**src/rtl/tdc_multistop.sv**
```systemverilog
// Multi-stop time-to-digital converter: one start edge, up to MAX_STOPS timestamped stops,
// records queued in a first-word-fall-through FIFO with valid/ready readout.
module tdc_multistop #(
  parameter int unsigned COARSE_W   = 28,
  parameter int unsigned FINE_W     = 6,
  parameter int unsigned MAX_STOPS  = 4,
  parameter int unsigned FIFO_DEPTH = 8,
  localparam int unsigned IDX_W = $clog2(MAX_STOPS),
  localparam int unsigned CNT_W = $clog2(FIFO_DEPTH) + 1,
  localparam int unsigned REC_W = 1 + IDX_W + COARSE_W + 2 * FINE_W
) (
  input  logic                clk,
  input  logic                rst,
  input  logic                signal,
  input  logic [FINE_W-1:0]   fine_code,
  input  logic                arm,
  input  logic                abort,
  input  logic                continuous,
  input  logic [IDX_W:0]      n_stops,
  input  logic [COARSE_W-1:0] timeout,
  output logic [REC_W-1:0]    m_data,
  output logic                m_valid,
  input  logic                m_ready,
  output logic [CNT_W-1:0]    fifo_count,
  output logic                overflow,
  input  logic                clear_ovf,
  output logic                meas_done,
  output logic [1:0]          state_out
);

  localparam int unsigned PTR_W = $clog2(FIFO_DEPTH);

  typedef enum logic [1:0] {
    IDLE  = 2'd0,
    ARMED = 2'd1,
    MEAS  = 2'd2,
    DONE  = 2'd3
  } state_t;

  state_t              state;
  logic                signal_d;
  logic [COARSE_W-1:0] cnt;
  logic [COARSE_W-1:0] tmo_lat;
  logic [IDX_W-1:0]    stop_idx;
  logic [IDX_W:0]      n_lat;
  logic [FINE_W-1:0]   fine_start;

  logic                rise;
  logic                last_stop;
  logic                tmo_hit;
  logic [IDX_W:0]      n_clamped;
  logic                push;
  logic [REC_W-1:0]    push_rec;

  assign rise      = signal & ~signal_d;
  assign last_stop = ((IDX_W+1)'(stop_idx) + (IDX_W+1)'(1)) == n_lat;
  assign tmo_hit   = (tmo_lat != '0) && (cnt == tmo_lat);
  assign state_out = state;

  // Stop count request clamped into 1..MAX_STOPS
  always_comb begin
    n_clamped = n_stops;
    if (n_stops == '0)
      n_clamped = (IDX_W+1)'(1);
    else if (n_stops > (IDX_W+1)'(MAX_STOPS))
      n_clamped = (IDX_W+1)'(MAX_STOPS);
  end

  // Record to queue this cycle; a stop edge beats a coincident timeout, abort suppresses both
  always_comb begin
    push     = 1'b0;
    push_rec = '0;
    if (state == MEAS && !abort) begin
      if (rise) begin
        push     = 1'b1;
        push_rec = {1'b0, stop_idx, cnt, fine_start, fine_code};
      end else if (tmo_hit) begin
        push     = 1'b1;
        push_rec = {1'b1, stop_idx, cnt, fine_start, FINE_W'(0)};
      end
    end
  end

  always_ff @(posedge clk) begin
    if (rst) begin
      state      <= IDLE;
      signal_d   <= 1'b1;
      cnt        <= '0;
      tmo_lat    <= '0;
      stop_idx   <= '0;
      n_lat      <= '0;
      fine_start <= '0;
      meas_done  <= 1'b0;
    end else begin
      signal_d  <= signal;
      meas_done <= 1'b0;
      if (abort) begin
        state <= IDLE;
      end else begin
        case (state)
          IDLE: if (arm) state <= ARMED;
          ARMED: begin
            if (rise) begin
              state      <= MEAS;
              fine_start <= fine_code;
              n_lat      <= n_clamped;
              tmo_lat    <= timeout;
              cnt        <= COARSE_W'(1);
              stop_idx   <= '0;
            end
          end
          MEAS: begin
            if (cnt != '1) cnt <= cnt + COARSE_W'(1);
            if (rise) begin
              stop_idx <= stop_idx + IDX_W'(1);
              if (last_stop) begin
                state     <= DONE;
                meas_done <= 1'b1;
              end
            end else if (tmo_hit) begin
              state     <= DONE;
              meas_done <= 1'b1;
            end
          end
          DONE: state <= continuous ? ARMED : IDLE;
          default: state <= IDLE;
        endcase
      end
    end
  end

  // Output FIFO: a push into a full FIFO survives only if a pop frees a slot the same cycle
  logic [REC_W-1:0] mem [FIFO_DEPTH];
  logic [PTR_W-1:0] wr_ptr;
  logic [PTR_W-1:0] rd_ptr;
  logic [CNT_W-1:0] count;
  logic             full;
  logic             pop;
  logic             accept;

  assign full   = count == CNT_W'(FIFO_DEPTH);
  assign pop    = (count != '0) && m_ready;
  assign accept = push && (!full || pop);

  always_ff @(posedge clk) begin
    if (rst) begin
      for (int i = 0; i < int'(FIFO_DEPTH); i++) mem[i] <= '0;
      wr_ptr   <= '0;
      rd_ptr   <= '0;
      count    <= '0;
      overflow <= 1'b0;
    end else begin
      if (accept) begin
        mem[wr_ptr] <= push_rec;
        wr_ptr      <= wr_ptr + PTR_W'(1);
      end
      if (pop) rd_ptr <= rd_ptr + PTR_W'(1);
      case ({accept, pop})
        2'b10:   count <= count + CNT_W'(1);
        2'b01:   count <= count - CNT_W'(1);
        default: count <= count;
      endcase
      if (push && full && !pop)
        overflow <= 1'b1;
      else if (clear_ovf)
        overflow <= 1'b0;
    end
  end

  assign m_data     = mem[rd_ptr];
  assign m_valid    = count != '0;
  assign fifo_count = count;

endmodule

```
**config.mk**
```make
export PLATFORM = sky130hd
export DESIGN_NAME = tdc_multistop
export DESIGN_NICKNAME = d
export VERILOG_FILES = /design/src/rtl/tdc_multistop.sv
export SDC_FILE = /design/constraint.sdc
export NUM_CORES = 1
export LEC_CHECK = 0
export CAP_MARGIN = 15
export CORE_ASPECT_RATIO = 1.75
export CORE_MARGIN = 5
export CORE_UTILIZATION = 42
export CTS_CLUSTER_SIZE = 12
export DETAILED_ROUTE_END_ITERATION = 10
export PLACE_DENSITY = 0.66
export SLEW_MARGIN = 15
export SYNTH_ARGS = -nofsm -noshare
export SYNTH_HDL_FRONTEND = slang
export SYNTH_SLANG_ARGS = --single-unit
```
**constraint.sdc**
```tcl
create_clock -name clk -period 3.2 [get_ports clk]
set_input_delay 0.64 -clock clk [delete_from_list [all_inputs] [get_ports clk]]
set_output_delay 0.64 -clock clk [all_outputs]
set_load 0.01 [all_outputs]
```
==> impl_metrics.prom, run 1 <==
# TYPE chip_impl_metric gauge
chip_impl_metric{name="route.vias.total",unit=""} 11900
chip_impl_metric{name="timing.final.max_slew_violations",unit=""} 0
chip_impl_metric{name="aggregate_global_routing_overflow",unit=""} 0
chip_impl_metric{name="post-place-cells",unit=""} 2112
chip_impl_metric{name="totalWireLength",unit="mm"} 50.0
chip_impl_metric{name="final_antenna_net_count",unit=""} 0
chip_impl_metric{name="finalInstanceArea",unit="mm2"} 0.0236
chip_impl_metric{name="critical_path_peak_fanout",unit=""} 15
chip_impl_metric{name="antenna_found_initial",unit=""} 0
chip_impl_info{name="crit_path_end",value="m_data[22]"} 1
chip_impl_metric{name="die_w",unit="um"} 174
chip_impl_info{name="cts_tree",value="built"} 1
chip_impl_info{name="root_buffer",value="sky130_fd_sc_hd__clkbuf_16"} 1
chip_impl_metric{name="num_antenna_cells",unit=""} 0
chip_impl_metric{name="timing.final.ws_setup",unit="ns"} 0.0406
chip_impl_info{name="synthTopCellsByArea",value="sky130_fd_sc_hd__edfxtp_1, sky130_fd_sc_hd__mux4_2, sky130_fd_sc_hd__dfxtp_1, sky130_fd_sc_hd__nor2_2, sky130_fd_sc_hd__nand2_8"} 1
chip_impl_metric{name="period_share",unit="%"} 98.7
chip_impl_metric{name="vias_per_cell",unit=""} 5.44
chip_impl_info{name="crit_chain",value="buf_12, buf_16, mux4_2, mux2_2, clkdlybuf4s50_1"} 1
chip_impl_info{name="timing_worst_setup_path_type",value="register to output port"} 1
chip_impl_metric{name="syn-cell-area",unit="mm2"} 0.0199
chip_impl_metric{name="critPathMaxStageDelay",unit="ns"} 0.51
chip_impl_info{name="worstHoldPathType",value="input port to register"} 1
chip_impl_metric{name="detailedPlacementHpwl",unit="mm"} 31.1
chip_impl_metric{name="timing_hold_violations_final",unit=""} 0
chip_impl_metric{name="area_overhead_vs_synth",unit="%"} 18.8
chip_impl_info{name="critical_path.reg2reg.startpoint",value="tmo_lat[22]$_SDFFE_PP0P_"} 1
chip_impl_metric{name="design_internal_power",unit="W"} 0.00960
chip_impl_metric{name="clock_insertion_delay_worst_skew",unit="ns"} 0.55
chip_impl_metric{name="post-route-min-period",unit="ns"} 3.16
chip_impl_metric{name="grt.total_usage",unit="%"} 19.3
chip_impl_metric{name="r2r_slack",unit="ns"} 0.33
chip_impl_metric{name="floorplan.initialDensity",unit="%"} 42.3
chip_impl_metric{name="grt_pass1_vias",unit=""} 12600
chip_impl_metric{name="fin_total_pwr",unit="W"} 0.0123
chip_impl_metric{name="syn-mean-instance-area",unit="um2"} 13.9
chip_impl_metric{name="place.port_buffers",unit=""} 96
chip_impl_metric{name="netlist.area_leader.share",unit="%"} 52.0
chip_impl_metric{name="synth_enable_flop_cells",unit=""} 344
chip_impl_metric{name="clockBufferDepth",unit=""} 3
chip_impl_metric{name="detail_route.wl_per_cell",unit="um"} 22.8
chip_impl_metric{name="combinational_share_of_power",unit="%"} 11.8
chip_impl_metric{name="htree_num_levels",unit=""} 2
chip_impl_metric{name="postSynthRegisterBits",unit=""} 429
chip_impl_metric{name="grt_first_pass_wirelength",unit="mm"} 76.7
chip_impl_info{name="layout_common_cells",value="sky130_fd_sc_hd__edfxtp_1, sky130_fd_sc_hd__nor2_2, sky130_fd_sc_hd__nor2_1, sky130_fd_sc_hd__nand2_1, sky130_fd_sc_hd__mux4_2"} 1
chip_impl_metric{name="transition_at_the_pin_with_the_smallest_max_transition_slack",unit="ns"} 0.748
chip_impl_metric{name="layoutNonFillerInstCount",unit=""} 2188
chip_impl_metric{name="ctsHoldBuffers",unit=""} 0
chip_impl_metric{name="synth_cell_type_count",unit=""} 55
chip_impl_metric{name="vdd.ir_drop.worst",unit="V"} 0.000352
chip_impl_info{name="slowest_stage",value="sky130_fd_sc_hd__mux4_2"} 1
chip_impl_info{name="rsz0062_at_grt",value="yes"} 1
chip_impl_metric{name="cts_buffers",unit=""} 42
chip_impl_metric{name="grt_start_max_net_pins",unit=""} 59
chip_impl_metric{name="first_iter_violations",unit=""} 673
chip_impl_metric{name="placement.cell_area",unit="mm2"} 0.0221
chip_impl_metric{name="p_per_area",unit="mW/mm2"} 521
chip_impl_metric{name="gpl.final_weighted_congestion",unit=""} 0.819
chip_impl_metric{name="setup_violations",unit=""} 0
chip_impl_metric{name="cap_violations",unit=""} 0
chip_impl_info{name="primary_flip_flop_cell_chosen_by_synthesis_mapping",value="sky130_fd_sc_hd__edfxtp_1"} 1
chip_impl_info{name="worst_setup_path_end_kind",value="output port"} 1
chip_impl_metric{name="dieHeight",unit="um"} 298
chip_impl_metric{name="fmaxAchievable",unit="GHz"} 0.317
chip_impl_metric{name="switching_power",unit="W"} 0.00270
chip_impl_metric{name="synth_fp_nets",unit=""} 1483
chip_impl_metric{name="cellLeakagePower",unit="nW"} 7.65
chip_impl_metric{name="setup-tns-final",unit="ns"} 0
chip_impl_metric{name="detailedPlace.worstSlack",unit="ns"} 0.144
chip_impl_metric{name="design.portCount",unit=""} 97
chip_impl_metric{name="maxSlewHeadroom",unit="%"} 50.0
chip_impl_metric{name="worst-endpoint-required",unit="ns"} 2.56
chip_impl_metric{name="power_frac_seq",unit="%"} 51.1
chip_impl_metric{name="synth_async_sr_flop_share",unit="%"} 0
chip_impl_metric{name="core-area",unit="mm2"} 0.0469
chip_impl_metric{name="fraction_of_layout_cells_with_a_size_suffix_above_1",unit="%"} 36.3
chip_impl_info{name="status",value="finished, final reports clean"} 1
chip_impl_metric{name="synth_seq_area_share",unit="%"} 60.6
chip_impl_metric{name="clk_transition_reported_paths",unit="ns"} 0.06
chip_impl_info{name="layout.cells.most_common",value="sky130_fd_sc_hd__edfxtp_1"} 1
chip_impl_metric{name="clock_sinks",unit=""} 429
chip_impl_metric{name="p_clk_share",unit="%"} 37.1
chip_impl_metric{name="rows",unit=""} 105
chip_impl_info{name="setup.worst_path.start_class",value="register"} 1
chip_impl_metric{name="drt_pre_antenna_iters",unit=""} 5
chip_impl_metric{name="remaining_drc_errors",unit=""} 0
chip_impl_metric{name="die_area",unit="mm2"} 0.0519
chip_impl_info{name="yosysTopAreaCell",value="sky130_fd_sc_hd__edfxtp_1"} 1
chip_impl_metric{name="design.final.nets",unit=""} 1635
chip_impl_info{name="reg2reg_to",value="mem[2][33]$_SDFFCE_PN0P_"} 1
chip_impl_metric{name="yosys_warnings",unit=""} 0
chip_impl_metric{name="arrival_time_at_the_worst_endpoint",unit="ns"} 2.52
chip_impl_metric{name="power.share.switching",unit="%"} 22.0
chip_impl_metric{name="syn-instance-count",unit=""} 1429
chip_impl_metric{name="fin_skew",unit="ns"} 0.0125
chip_impl_metric{name="r2r_cells",unit=""} 8
## per-stage QoR
step	hold slack [ns]	util (%)
finish	0.458	50.3
global route	0.492	50.3
CTS	0.437	50.1
detailed placement	0.467	47.2
global placement	0.462	47.2
floorplan	0.437	-
## cell type report
type                            instances  area (um2)
Timing Repair Buffer                  200        2220
Multi-Input combinational cell        903        7370
Sequential cell                       429       12000
Inverter                                5        18.8
Tap cell                              588         736
Clock buffer                           60        1160
Clock inverter                          3        42.5
Fill cell                            3953       23300
## cells in the mapped netlist (2+ instances only)
cell / instances
sky130_fd_sc_hd__a211oi_1: 2
sky130_fd_sc_hd__a21oi_1: 46
sky130_fd_sc_hd__and2_1: 3
sky130_fd_sc_hd__and3_1: 4
sky130_fd_sc_hd__and4_1: 8
sky130_fd_sc_hd__buf_1: 7
sky130_fd_sc_hd__buf_12: 4
sky130_fd_sc_hd__buf_2: 26
sky130_fd_sc_hd__buf_4: 10
sky130_fd_sc_hd__buf_6: 4
sky130_fd_sc_hd__clkbuf_1: 40
sky130_fd_sc_hd__dfxtp_1: 85
sky130_fd_sc_hd__edfxtp_1: 344
sky130_fd_sc_hd__ha_1: 9
sky130_fd_sc_hd__inv_1: 5
sky130_fd_sc_hd__mux2_2: 44
sky130_fd_sc_hd__mux2i_1: 5
sky130_fd_sc_hd__mux4_2: 86
sky130_fd_sc_hd__nand2_1: 103
sky130_fd_sc_hd__nand2_8: 31
sky130_fd_sc_hd__nand2b_1: 14
sky130_fd_sc_hd__nand3_1: 18
sky130_fd_sc_hd__nand3b_1: 5
sky130_fd_sc_hd__nand4_1: 10
sky130_fd_sc_hd__nand4_2: 5
sky130_fd_sc_hd__nor2_1: 150
sky130_fd_sc_hd__nor2_2: 240
sky130_fd_sc_hd__nor2b_1: 4
sky130_fd_sc_hd__nor3_1: 8
sky130_fd_sc_hd__nor3b_1: 3
sky130_fd_sc_hd__nor4_1: 16
sky130_fd_sc_hd__o21ai_0: 6
sky130_fd_sc_hd__or2_2: 2
sky130_fd_sc_hd__or3_1: 3
sky130_fd_sc_hd__xnor2_1: 4
sky130_fd_sc_hd__xor2_1: 56
## flip-flops by register name, summed over array words and instances, names as in the netlist, named ones only
| register | flops |
|---|---|
| cnt | 28 |
| wr_ptr | 3 |
| overflow | 1 |
| state_out | 2 |
| signal_d | 1 |
| fine_start | 6 |
| stop_idx | 2 |
| rd_ptr | 3 |
| fifo_count | 4 |
| n_lat | 3 |
| mem | 344 |
| tmo_lat | 28 |
| meas_done | 1 |
## cell families (layout without fill, tap and decap cells)
group / after synthesis / after routing / synth area share [%]
and+or+nand+nor: 635 / 635 / 19.2
DFF: 429 / 429 / 60.6
muxes: 135 / 135 / 12.5
buffers and inverters: 97 / 268 / 2.67
AOI/OAI and AO/OA: 64 / 64 / 1.79
xor gates and xnor gates: 60 / 60 / 2.65
adders and majority gates: 9 / 9 / 0.567
## layer usage
layer,global-route usage [%],up-vias,part of all wire [%]
met5,0,-,0
met3,2.82,83,6.3
met2,34.8,399,53
met1,23.6,5986,38
li1,-,5425,-
met4,6.49,0,3.2
## power by group through the flow
stage | Sequential [W] | Clock (W) | Combinational, W
6_report | 0.00629 | 0.00456 | 0.00145
5_1_grt | 0.00631 | 0.00485 | 0.00155
4_1_cts | 0.00629 | 0.00465 | 0.00145
3_5_place_dp | 0.00642 | 0 | 0.00133
3_3_place_gp | 0.00640 | 0 | 0.00133
2_1_floorplan | 0.00638 | 0 | 0.000787
## what timing repair did
| action | CTS | global route |
|---|---|---|
| cloned | 2 | 0 |
| setup buffers | 6 | 5 |
| setup endpoints to repair | 43 | 18 |
| resized for setup | 38 | 20 |
## critical path: cells and delay by family, from the launching register on
family	cells	cell delay, ns
buffers and inverters	3	0.81
muxes	2	0.79
DFF	1	0.36
## worst min path at each step
stage | startpoint | end | slack (ns) | cells after the start
5_1_grt | rst | wr_ptr[1]$_SDFFE_PP0N_ | 0.49 | 2
2_1_floorplan | fine_start[2]$_SDFFE_PP0P_ | fine_start[2]$_SDFFE_PP0P_ | 0.44 | 2
3_5_place_dp | n_lat[1]$_SDFFE_PP0P_ | n_lat[1]$_SDFFE_PP0P_ | 0.47 | 2
6_report | rst | wr_ptr[0]$_SDFFE_PP0N_ | 0.46 | 2
3_3_place_gp | fine_start[3]$_SDFFE_PP0P_ | fine_start[3]$_SDFFE_PP0P_ | 0.46 | 2
4_1_cts | rst | wr_ptr[0]$_SDFFE_PP0N_ | 0.44 | 2
No activity file was read; power rests on OpenSTA's default activity.
==> run 2, diff against run 1 <==
--- a/config.mk
+++ b/config.mk
@@ -6,7 +6,6 @@
 export NUM_CORES = 1
 export LEC_CHECK = 0
 export CAP_MARGIN = 15
-export CORE_ASPECT_RATIO = 1.75
 export CORE_MARGIN = 5
 export CORE_UTILIZATION = 42
 export CTS_CLUSTER_SIZE = 12
==> impl_metrics.prom, run 2 (same netlist as run 1, synthesis figures left out) <==
# TYPE chip_impl_metric gauge
chip_impl_metric{name="r2r_slack",unit="ns"} 0.29
chip_impl_metric{name="remaining_drc_errors",unit=""} 0
chip_impl_metric{name="drt_pre_antenna_iters",unit=""} 5
chip_impl_metric{name="aggregate_global_routing_overflow",unit=""} 0
chip_impl_metric{name="fraction_of_layout_cells_with_a_size_suffix_above_1",unit="%"} 36.6
chip_impl_metric{name="fin_skew",unit="ns"} 0.0102
chip_impl_metric{name="maxSlewHeadroom",unit="%"} 50.1
chip_impl_metric{name="p_per_area",unit="mW/mm2"} 532
chip_impl_info{name="worstHoldPathType",value="register to register"} 1
chip_impl_info{name="status",value="finished, final reports clean"} 1
chip_impl_metric{name="detail_route.wl_per_cell",unit="um"} 21.8
chip_impl_metric{name="setup_violations",unit=""} 0
chip_impl_metric{name="p_clk_share",unit="%"} 38.8
chip_impl_metric{name="arrival_time_at_the_worst_endpoint",unit="ns"} 2.53
chip_impl_metric{name="die_area",unit="mm2"} 0.0517
chip_impl_metric{name="num_antenna_cells",unit=""} 0
chip_impl_metric{name="register_area",unit="mm2"} 0.0120
chip_impl_metric{name="timing.final.max_slew_violations",unit=""} 0
chip_impl_info{name="min_delay_worst_endpoint",value="fine_start[3]$_SDFFE_PP0P_"} 1
chip_impl_metric{name="antenna_found_initial",unit=""} 0
chip_impl_metric{name="grt.total_usage",unit="%"} 19.1
chip_impl_metric{name="transition_at_the_pin_with_the_smallest_max_transition_slack",unit="ns"} 0.748
chip_impl_metric{name="switching_power",unit="W"} 0.00277
chip_impl_metric{name="gpl.final_weighted_congestion",unit=""} 0.849
chip_impl_metric{name="final_antenna_net_count",unit=""} 0
chip_impl_metric{name="fin_util",unit="%"} 50.8
chip_impl_metric{name="area_overhead_vs_synth",unit="%"} 19.4
chip_impl_info{name="timing_worst_setup_path_type",value="register to output port"} 1
chip_impl_info{name="largest_registers",value="mem x344, cnt x28, tmo_lat x28"} 1
chip_impl_info{name="largest_register",value="mem"} 1
chip_impl_metric{name="critical_path_peak_fanout",unit=""} 11
chip_impl_info{name="hold_start",value="fine_start[3]$_SDFFE_PP0P_"} 1
chip_impl_metric{name="htree_num_levels",unit=""} 2
chip_impl_metric{name="post-place-cells",unit=""} 2134
chip_impl_info{name="cts_tree",value="built"} 1
chip_impl_metric{name="max_reg_flops",unit=""} 344
chip_impl_metric{name="vdd.ir_drop.worst",unit="V"} 0.000435
chip_impl_metric{name="floorplan.initialDensity",unit="%"} 42.6
chip_impl_metric{name="detailedPlace.worstSlack",unit="ns"} 0.120
chip_impl_info{name="layout_common_cells",value="sky130_fd_sc_hd__edfxtp_1, sky130_fd_sc_hd__nor2_2, sky130_fd_sc_hd__nor2_1, sky130_fd_sc_hd__nand2_1, sky130_fd_sc_hd__mux4_2"} 1
chip_impl_metric{name="clock_sinks",unit=""} 429
chip_impl_metric{name="route.vias.total",unit=""} 11900
chip_impl_metric{name="clk_transition_reported_paths",unit="ns"} 0.06
chip_impl_info{name="reg2reg_to",value="fifo_count[2]$_SDFFE_PP0P_"} 1
chip_impl_metric{name="r2r_cells",unit=""} 11
chip_impl_metric{name="die_w",unit="um"} 227
chip_impl_metric{name="cellLeakagePower",unit="nW"} 7.65
chip_impl_metric{name="multi_input_area",unit="mm2"} 0.00737
chip_impl_metric{name="rows",unit=""} 79
chip_impl_metric{name="design.portCount",unit=""} 97
chip_impl_metric{name="clock_insertion_delay_worst_skew",unit="ns"} 0.55
chip_impl_metric{name="cts_buffers",unit=""} 44
chip_impl_metric{name="worst-endpoint-required",unit="ns"} 2.56
chip_impl_metric{name="grt_first_pass_wirelength",unit="mm"} 75.2
chip_impl_info{name="layout.cells.most_common",value="sky130_fd_sc_hd__edfxtp_1"} 1
chip_impl_metric{name="fillCellCount",unit=""} 3968
chip_impl_metric{name="power.share.switching",unit="%"} 22.0
chip_impl_metric{name="post-route-min-period",unit="ns"} 3.17
chip_impl_metric{name="power_frac_seq",unit="%"} 49.8
chip_impl_metric{name="first_iter_violations",unit=""} 734
chip_impl_metric{name="hold_path_cell_cnt",unit=""} 2
chip_impl_metric{name="design_internal_power",unit="W"} 0.00985
chip_impl_metric{name="vias_per_cell",unit=""} 5.35
chip_impl_info{name="setup.worst_path.start_class",value="register"} 1
chip_impl_metric{name="placement.cell_area",unit="mm2"} 0.0222
chip_impl_metric{name="design.final.nets",unit=""} 1643
chip_impl_metric{name="cap_violations",unit=""} 0
chip_impl_info{name="root_buffer",value="sky130_fd_sc_hd__clkbuf_16"} 1
chip_impl_metric{name="core-area",unit="mm2"} 0.0467
chip_impl_metric{name="finalInstanceArea",unit="mm2"} 0.0237
chip_impl_metric{name="timing_hold_violations_final",unit=""} 0
chip_impl_metric{name="timing.final.ws_setup",unit="ns"} 0.0279
chip_impl_metric{name="fin_total_pwr",unit="W"} 0.0126
chip_impl_metric{name="grt_pass1_vias",unit=""} 12400
chip_impl_metric{name="fmaxAchievable",unit="GHz"} 0.315
chip_impl_info{name="critical_path.reg2reg.startpoint",value="tmo_lat[26]$_SDFFE_PP0P_"} 1
chip_impl_metric{name="place.port_buffers",unit=""} 96
chip_impl_info{name="worst_setup_path_end_kind",value="output port"} 1
chip_impl_metric{name="totalWireLength",unit="mm"} 48.6
chip_impl_metric{name="grt_start_max_net_pins",unit=""} 50
chip_impl_metric{name="detailedPlacementHpwl",unit="mm"} 30.6
chip_impl_info{name="rsz0062_at_grt",value="yes"} 1
chip_impl_metric{name="clockBufferDepth",unit=""} 3
chip_impl_metric{name="layoutNonFillerInstCount",unit=""} 2229
chip_impl_metric{name="dieHeight",unit="um"} 227
chip_impl_metric{name="combinational_share_of_power",unit="%"} 11.4
chip_impl_metric{name="period_share",unit="%"} 99.1
==> run 2: cell types whose count changed in the layout (fill, tap and decap cells not counted) <==
cell / previous run / this run
sky130_fd_sc_hd__clkbuf_1: 15 / 20
sky130_fd_sc_hd__clkdlybuf4s50_1: 55 / 58
sky130_fd_sc_hd__clkbuf_8: 2 / 3
sky130_fd_sc_hd__dlymetal6s2s_1: 16 / 10
sky130_fd_sc_hd__bufinv_16: 1 / 2
sky130_fd_sc_hd__buf_16: 4 / 2
sky130_fd_sc_hd__clkinv_1: 1 / 4
sky130_fd_sc_hd__clkinv_2: 0 / 3
sky130_fd_sc_hd__clkbuf_16: 43 / 45
sky130_fd_sc_hd__inv_6: 1 / 2
sky130_fd_sc_hd__buf_4: 68 / 78
sky130_fd_sc_hd__dlygate4sd2_1: 24 / 27
sky130_fd_sc_hd__buf_12: 29 / 26
sky130_fd_sc_hd__buf_6: 2 / 3
==> run 2: through the flow <==
stage	hold WS, ns	setup TNS (ns)
floorplan	0.437	-24.92
global placement	0.452	0
detailed placement	0.447	0
CTS	0.455	-1.10
global route	0.494	-0.138
finish	0.457	0
==> run 2: metal layers <==
layer  vias up  routed length, um  global-route usage, %  share of wire (%)
met5         -                  0                      0                  0
met4         0                815                   4.34                1.7
met3        51               2680                   2.75                5.5
met2       344              24200                   32.0                 50
met1      6055              20900                   26.7                 43
li1       5468                  -                      -                  -
==> run 2: cell type report <==
| cell class | count | share of cell area [%] |
|---|---|---|
| inverters | 5 | 0.0792 |
| clock inverters | 11 | 0.454 |
| flip-flops and latches | 429 | 50.8 |
| clock buffers | 68 | 5.24 |
| repair buffers | 206 | 9.17 |
| multi-input cells | 903 | 31.1 |
| well taps | 607 | 3.20 |
==> run 2: power by group through the flow <==
stage          sequential (W)  clock, W  combinational (W)
2_1_floorplan         0.00638         0           0.000787
3_3_place_gp          0.00642         0            0.00133
3_5_place_dp          0.00643         0            0.00134
4_1_cts               0.00629   0.00498            0.00141
5_1_grt               0.00631   0.00523            0.00153
6_report              0.00629   0.00490            0.00143
==> run 2: how the worst max path moves through the flow <==
| stage | start | to | slack, ns | cells after the start |
|---|---|---|---|---|
| 6_report | register | m_data[15] | 0.03 | 5 |
| 2_1_floorplan | cnt[22]$_SDFFE_PP0P_ | mem[1][0]$_SDFFCE_PN0P_ | -0.19 | 8 |
| 3_3_place_gp | abort | mem[5][12]$_SDFFCE_PN0P_ | 0.16 | 7 |
| 3_5_place_dp | abort | mem[7][13]$_SDFFCE_PN0P_ | 0.12 | 7 |
| 4_1_cts | register | m_data[11] | -0.10 | 5 |
| 5_1_grt | register | m_data[15] | -0.06 | 5 |
==> run 2: critical path: stages, from the launching register on <==
cell                              delay, ns
sky130_fd_sc_hd__dfxtp_4               0.37
sky130_fd_sc_hd__buf_12                0.16
sky130_fd_sc_hd__buf_12                0.17
sky130_fd_sc_hd__mux4_2                0.52
sky130_fd_sc_hd__mux2_2                0.27
sky130_fd_sc_hd__clkdlybuf4s50_1       0.49
==> run 2: timing repair <==
item | CTS | global route
setup buffers | 5 | 11
gates cloned | 1 | 0
endpoints found under the setup margin | 41 | 16
hold buffers | 0 | 0
gates resized for setup | 31 | 14
==> run 3, diff against run 2 <==
--- a/config.mk
+++ b/config.mk
@@ -5,6 +5,7 @@
 export SDC_FILE = /design/constraint.sdc
 export NUM_CORES = 1
 export LEC_CHECK = 0
+export ABC_AREA = 1
 export CAP_MARGIN = 15
 export CORE_MARGIN = 5
 export CORE_UTILIZATION = 42
==> impl_metrics.prom, run 3 <==
# TYPE chip_impl_metric gauge
chip_impl_metric{name="power_frac_seq",unit="%"} 41.1
chip_impl_metric{name="timing_hold_violations_final",unit=""} 0
chip_impl_metric{name="yosys_warnings",unit=""} 0
chip_impl_info{name="timing.critical_path.max_delay_family",value="buffers and inverters"} 1
chip_impl_info{name="crit_chain",value="buf_4, buf_12, buf_16, buf_8, nor2_1, nor2_1, o21ai_0, a31oi_1, dlygate4sd2_1"} 1
chip_impl_info{name="status",value="finished, final reports clean"} 1
chip_impl_metric{name="detail_route.wl_per_cell",unit="um"} 19.4
chip_impl_metric{name="syn-cell-area",unit="mm2"} 0.0194
chip_impl_metric{name="synth_cell_type_count",unit=""} 39
chip_impl_metric{name="fin_total_pwr",unit="W"} 0.0155
chip_impl_info{name="reg2reg_to",value="mem[5][16]$_SDFFCE_PN0P_"} 1
chip_impl_metric{name="aggregate_global_routing_overflow",unit=""} 0
chip_impl_metric{name="power.share.switching",unit="%"} 31.1
chip_impl_info{name="largest_register",value="mem"} 1
chip_impl_metric{name="rows",unit=""} 78
chip_impl_metric{name="place.port_buffers",unit=""} 96
chip_impl_info{name="layout.cells.most_common",value="sky130_fd_sc_hd__nor2_1"} 1
chip_impl_metric{name="antenna_found_initial",unit=""} 0
chip_impl_metric{name="register_area",unit="mm2"} 0.0120
chip_impl_metric{name="switching_power",unit="W"} 0.00481
chip_impl_metric{name="detailedPlacementHpwl",unit="mm"} 33.5
chip_impl_metric{name="vdd.ir_drop.worst",unit="V"} 0.000499
chip_impl_metric{name="vias_per_cell",unit=""} 5.45
chip_impl_metric{name="floorplan.initialDensity",unit="%"} 42.6
chip_impl_metric{name="area_overhead_vs_synth",unit="%"} 18.3
chip_impl_metric{name="netlist.area_leader.share",unit="%"} 53.4
chip_impl_info{name="slowest_stage",value="sky130_fd_sc_hd__dfxtp_4"} 1
chip_impl_metric{name="syn-instance-count",unit=""} 2073
chip_impl_metric{name="totalWireLength",unit="mm"} 54.1
chip_impl_metric{name="postSynthRegisterBits",unit=""} 429
chip_impl_metric{name="fin_skew",unit="ns"} 0.0224
chip_impl_metric{name="design_internal_power",unit="W"} 0.0107
chip_impl_info{name="worst_setup_path_end_kind",value="output port"} 1
chip_impl_metric{name="transition_at_the_pin_with_the_smallest_max_transition_slack",unit="ns"} 0.664
chip_impl_metric{name="multi_input_area",unit="mm2"} 0.00652
chip_impl_metric{name="grt.total_usage",unit="%"} 21.1
chip_impl_metric{name="route.vias.total",unit=""} 15200
chip_impl_metric{name="clock_sinks",unit=""} 429
chip_impl_metric{name="worstPathBufferInverterCount",unit=""} 5
chip_impl_metric{name="htree_num_levels",unit=""} 2
chip_impl_metric{name="remaining_drc_errors",unit=""} 0
chip_impl_metric{name="max_reg_flops",unit=""} 344
chip_impl_metric{name="num_antenna_cells",unit=""} 0
chip_impl_metric{name="timing.final.max_slew_violations",unit=""} 0
chip_impl_metric{name="clockBufferDepth",unit=""} 3
chip_impl_info{name="critical_path.reg2reg.startpoint",value="cnt[17]$_SDFFE_PP0P_"} 1
chip_impl_metric{name="critical_path_peak_fanout",unit=""} 29
chip_impl_metric{name="cellLeakagePower",unit="nW"} 8.15
chip_impl_metric{name="clk_transition_reported_paths",unit="ns"} 0.05
chip_impl_info{name="setup.worst_path.start_class",value="register"} 1
chip_impl_info{name="yosysTopAreaCell",value="sky130_fd_sc_hd__edfxtp_1"} 1
chip_impl_metric{name="first_iter_violations",unit=""} 1484
chip_impl_metric{name="grt_first_pass_wirelength",unit="mm"} 85.3
chip_impl_metric{name="layoutNonFillerInstCount",unit=""} 2792
chip_impl_info{name="commonest_cells_post_synth",value="sky130_fd_sc_hd__nor2_1, sky130_fd_sc_hd__edfxtp_1, sky130_fd_sc_hd__o21ai_0, sky130_fd_sc_hd__nand2_1, sky130_fd_sc_hd__clkbuf_1"} 1
chip_impl_metric{name="maxSlewHeadroom",unit="%"} 55.7
chip_impl_metric{name="p_per_area",unit="mW/mm2"} 676
chip_impl_metric{name="setup_violations",unit=""} 0
chip_impl_info{name="synthTopCellsByArea",value="sky130_fd_sc_hd__edfxtp_1, sky130_fd_sc_hd__nor2_1, sky130_fd_sc_hd__dfxtp_1, sky130_fd_sc_hd__o21ai_0, sky130_fd_sc_hd__nand2_1"} 1
chip_impl_metric{name="fillCellCount",unit=""} 4148
chip_impl_metric{name="clock_insertion_delay_worst_skew",unit="ns"} 0.58
chip_impl_info{name="root_buffer",value="sky130_fd_sc_hd__clkbuf_16"} 1
chip_impl_metric{name="synth_fp_nets",unit=""} 2127
chip_impl_metric{name="grt_pass1_vias",unit=""} 15000
chip_impl_metric{name="cap_violations",unit=""} 0
chip_impl_metric{name="fraction_of_layout_cells_with_a_size_suffix_above_1",unit="%"} 7.71
chip_impl_info{name="worstHoldPathType",value="register to register"} 1
chip_impl_metric{name="r2r_cells",unit=""} 14
chip_impl_metric{name="die_area",unit="mm2"} 0.0505
chip_impl_info{name="rsz0062_at_grt",value="no"} 1
chip_impl_metric{name="syn-mean-instance-area",unit="um2"} 9.34
chip_impl_info{name="crit_path_end",value="m_data[16]"} 1
chip_impl_metric{name="synth_enable_flop_cells",unit=""} 344
chip_impl_metric{name="hold-worst-slack",unit="ns"} 0.444
chip_impl_metric{name="synth_async_sr_flop_share",unit="%"} 0
chip_impl_metric{name="finalInstanceArea",unit="mm2"} 0.0229
chip_impl_metric{name="dieHeight",unit="um"} 225
chip_impl_metric{name="post-route-min-period",unit="ns"} 3.05
chip_impl_metric{name="combinational_share_of_power",unit="%"} 27.4
chip_impl_info{name="post-synth-top-count-cell",value="sky130_fd_sc_hd__nor2_1"} 1
chip_impl_metric{name="p_clk_share",unit="%"} 31.4
chip_impl_metric{name="drt_pre_antenna_iters",unit=""} 6
chip_impl_metric{name="core-area",unit="mm2"} 0.0455
chip_impl_metric{name="final_antenna_net_count",unit=""} 0
chip_impl_metric{name="post-place-cells",unit=""} 2702
chip_impl_metric{name="grt_start_max_net_pins",unit=""} 61
chip_impl_metric{name="setup-tns-final",unit="ns"} 0
chip_impl_metric{name="die_w",unit="um"} 225
chip_impl_metric{name="cp_num_cells",unit=""} 9
chip_impl_metric{name="period_share",unit="%"} 95.4
chip_impl_metric{name="arrival_time_at_the_worst_endpoint",unit="ns"} 2.41
chip_impl_info{name="primary_flip_flop_cell_chosen_by_synthesis_mapping",value="sky130_fd_sc_hd__edfxtp_1"} 1
chip_impl_info{name="timing_worst_setup_path_type",value="register to output port"} 1
chip_impl_metric{name="design.portCount",unit=""} 97
chip_impl_metric{name="synth_seq_area_share",unit="%"} 62.1
chip_impl_info{name="cts_tree",value="built"} 1
chip_impl_info{name="largest_registers",value="mem x344, cnt x28, tmo_lat x28"} 1
chip_impl_metric{name="critPathMaxStageDelay",unit="ns"} 0.44
chip_impl_metric{name="cts_buffers",unit=""} 45
chip_impl_metric{name="gpl.final_weighted_congestion",unit=""} 0.946
chip_impl_metric{name="placement.cell_area",unit="mm2"} 0.0213
chip_impl_metric{name="design.final.nets",unit=""} 2215
chip_impl_metric{name="r2r_slack",unit="ns"} 0.41
chip_impl_info{name="worst_path_most_repeated_cell",value="sky130_fd_sc_hd__nor2_1"} 1
chip_impl_info{name="layout_common_cells",value="sky130_fd_sc_hd__nor2_1, sky130_fd_sc_hd__edfxtp_1, sky130_fd_sc_hd__o21ai_0, sky130_fd_sc_hd__nand2_1, sky130_fd_sc_hd__dfxtp_1"} 1
chip_impl_metric{name="ctsHoldBuffers",unit=""} 0
chip_impl_metric{name="fmaxAchievable",unit="GHz"} 0.328
chip_impl_metric{name="worst-endpoint-required",unit="ns"} 2.56
==> run 3: kinds of logic after synthesis <==
logic type	count (synthesis)	synth area share, %
flops	429	62.1
simple gates	1029	21.0
compound gates	373	10.3
fa+ha+maj	9	0.582
buf+inv	206	4.69
xor+xnor	27	1.22
==> run 3: power by group through the flow <==
stage          Combinational [W]  Sequential [W]  Clock (W)
5_1_grt                  0.00465         0.00639    0.00515
4_1_cts                  0.00420         0.00636    0.00494
3_3_place_gp             0.00404         0.00647          0
6_report                 0.00424         0.00637    0.00487
3_5_place_dp             0.00408         0.00648          0
2_1_floorplan            0.00225         0.00643          0
==> run 3: worst min-delay path by stage <==
| stage | start | to | cells after the start |
|---|---|---|---|
| 2_1_floorplan | rd_ptr[2]$_SDFFE_PP0P_ | register | 1 |
| 6_report | rd_ptr[2]$_SDFFE_PP0P_ | rd_ptr[2]$_SDFFE_PP0P_ | 1 |
| 5_1_grt | rd_ptr[2]$_SDFFE_PP0P_ | rd_ptr[2]$_SDFFE_PP0P_ | 1 |
| 3_5_place_dp | rd_ptr[2]$_SDFFE_PP0P_ | register | 1 |
| 3_3_place_gp | rd_ptr[2]$_SDFFE_PP0P_ | register | 1 |
| 4_1_cts | rd_ptr[2]$_SDFFE_PP0P_ | rd_ptr[2]$_SDFFE_PP0P_ | 1 |
==> run 3: worst register-to-register path, cell delays in order, from the launching register on <==
cell and delay (ns):
sky130_fd_sc_hd__dfxtp_1 0.39, sky130_fd_sc_hd__inv_1 0.15, sky130_fd_sc_hd__nand2_1 0.06, sky130_fd_sc_hd__nand2_1 0.10, sky130_fd_sc_hd__nand2_1 0.06, sky130_fd_sc_hd__nor2_1 0.12
sky130_fd_sc_hd__nand2_1 0.07, sky130_fd_sc_hd__nor2_1 0.21, sky130_fd_sc_hd__nand4_2 0.20, sky130_fd_sc_hd__nand2_2 0.13, sky130_fd_sc_hd__nand2_4 0.10, sky130_fd_sc_hd__nor3_4 0.36
sky130_fd_sc_hd__nand2_4 0.08, sky130_fd_sc_hd__nand2_2 0.24, sky130_fd_sc_hd__buf_4 0.22
==> run 3: metal layers <==
layer | track usage (%) | up-vias | part of all wire, %
met5 | 0 | - | 0
met4 | 6.31 | 0 | 2.8
met3 | 3.48 | 108 | 7.9
met2 | 34.7 | 641 | 46
met1 | 29.2 | 7282 | 43
li1 | - | 7192 | -
==> run 3: metrics by stage <==
step / setup WS [ns] / util (%)
floorplan: 0.181 / -
global placement: -0.0194 / 46.8
detailed placement: 0.0772 / 46.8
CTS: -0.0444 / 50.2
global route: 0.0222 / 50.3
finish: 0.147 / 50.3
==> run 3: timing repair <==
action                                  4_1_cts  5_1_grt
endpoints found under the setup margin       38        4
pin swaps                                     0        1
cloned                                        3        2
setup buffers                                 6        1
gates resized for setup                      56        6
==> run 3: cell type report <==
cell class | count | area share (%)
Clock inverter | 11 | 0.377
Tap cell | 600 | 3.28
Clock buffer | 67 | 5.50
Timing Repair Buffer | 164 | 8.43
Multi-Input combinational cell | 1438 | 28.5
Inverter | 83 | 1.38
Sequential cell | 429 | 52.6
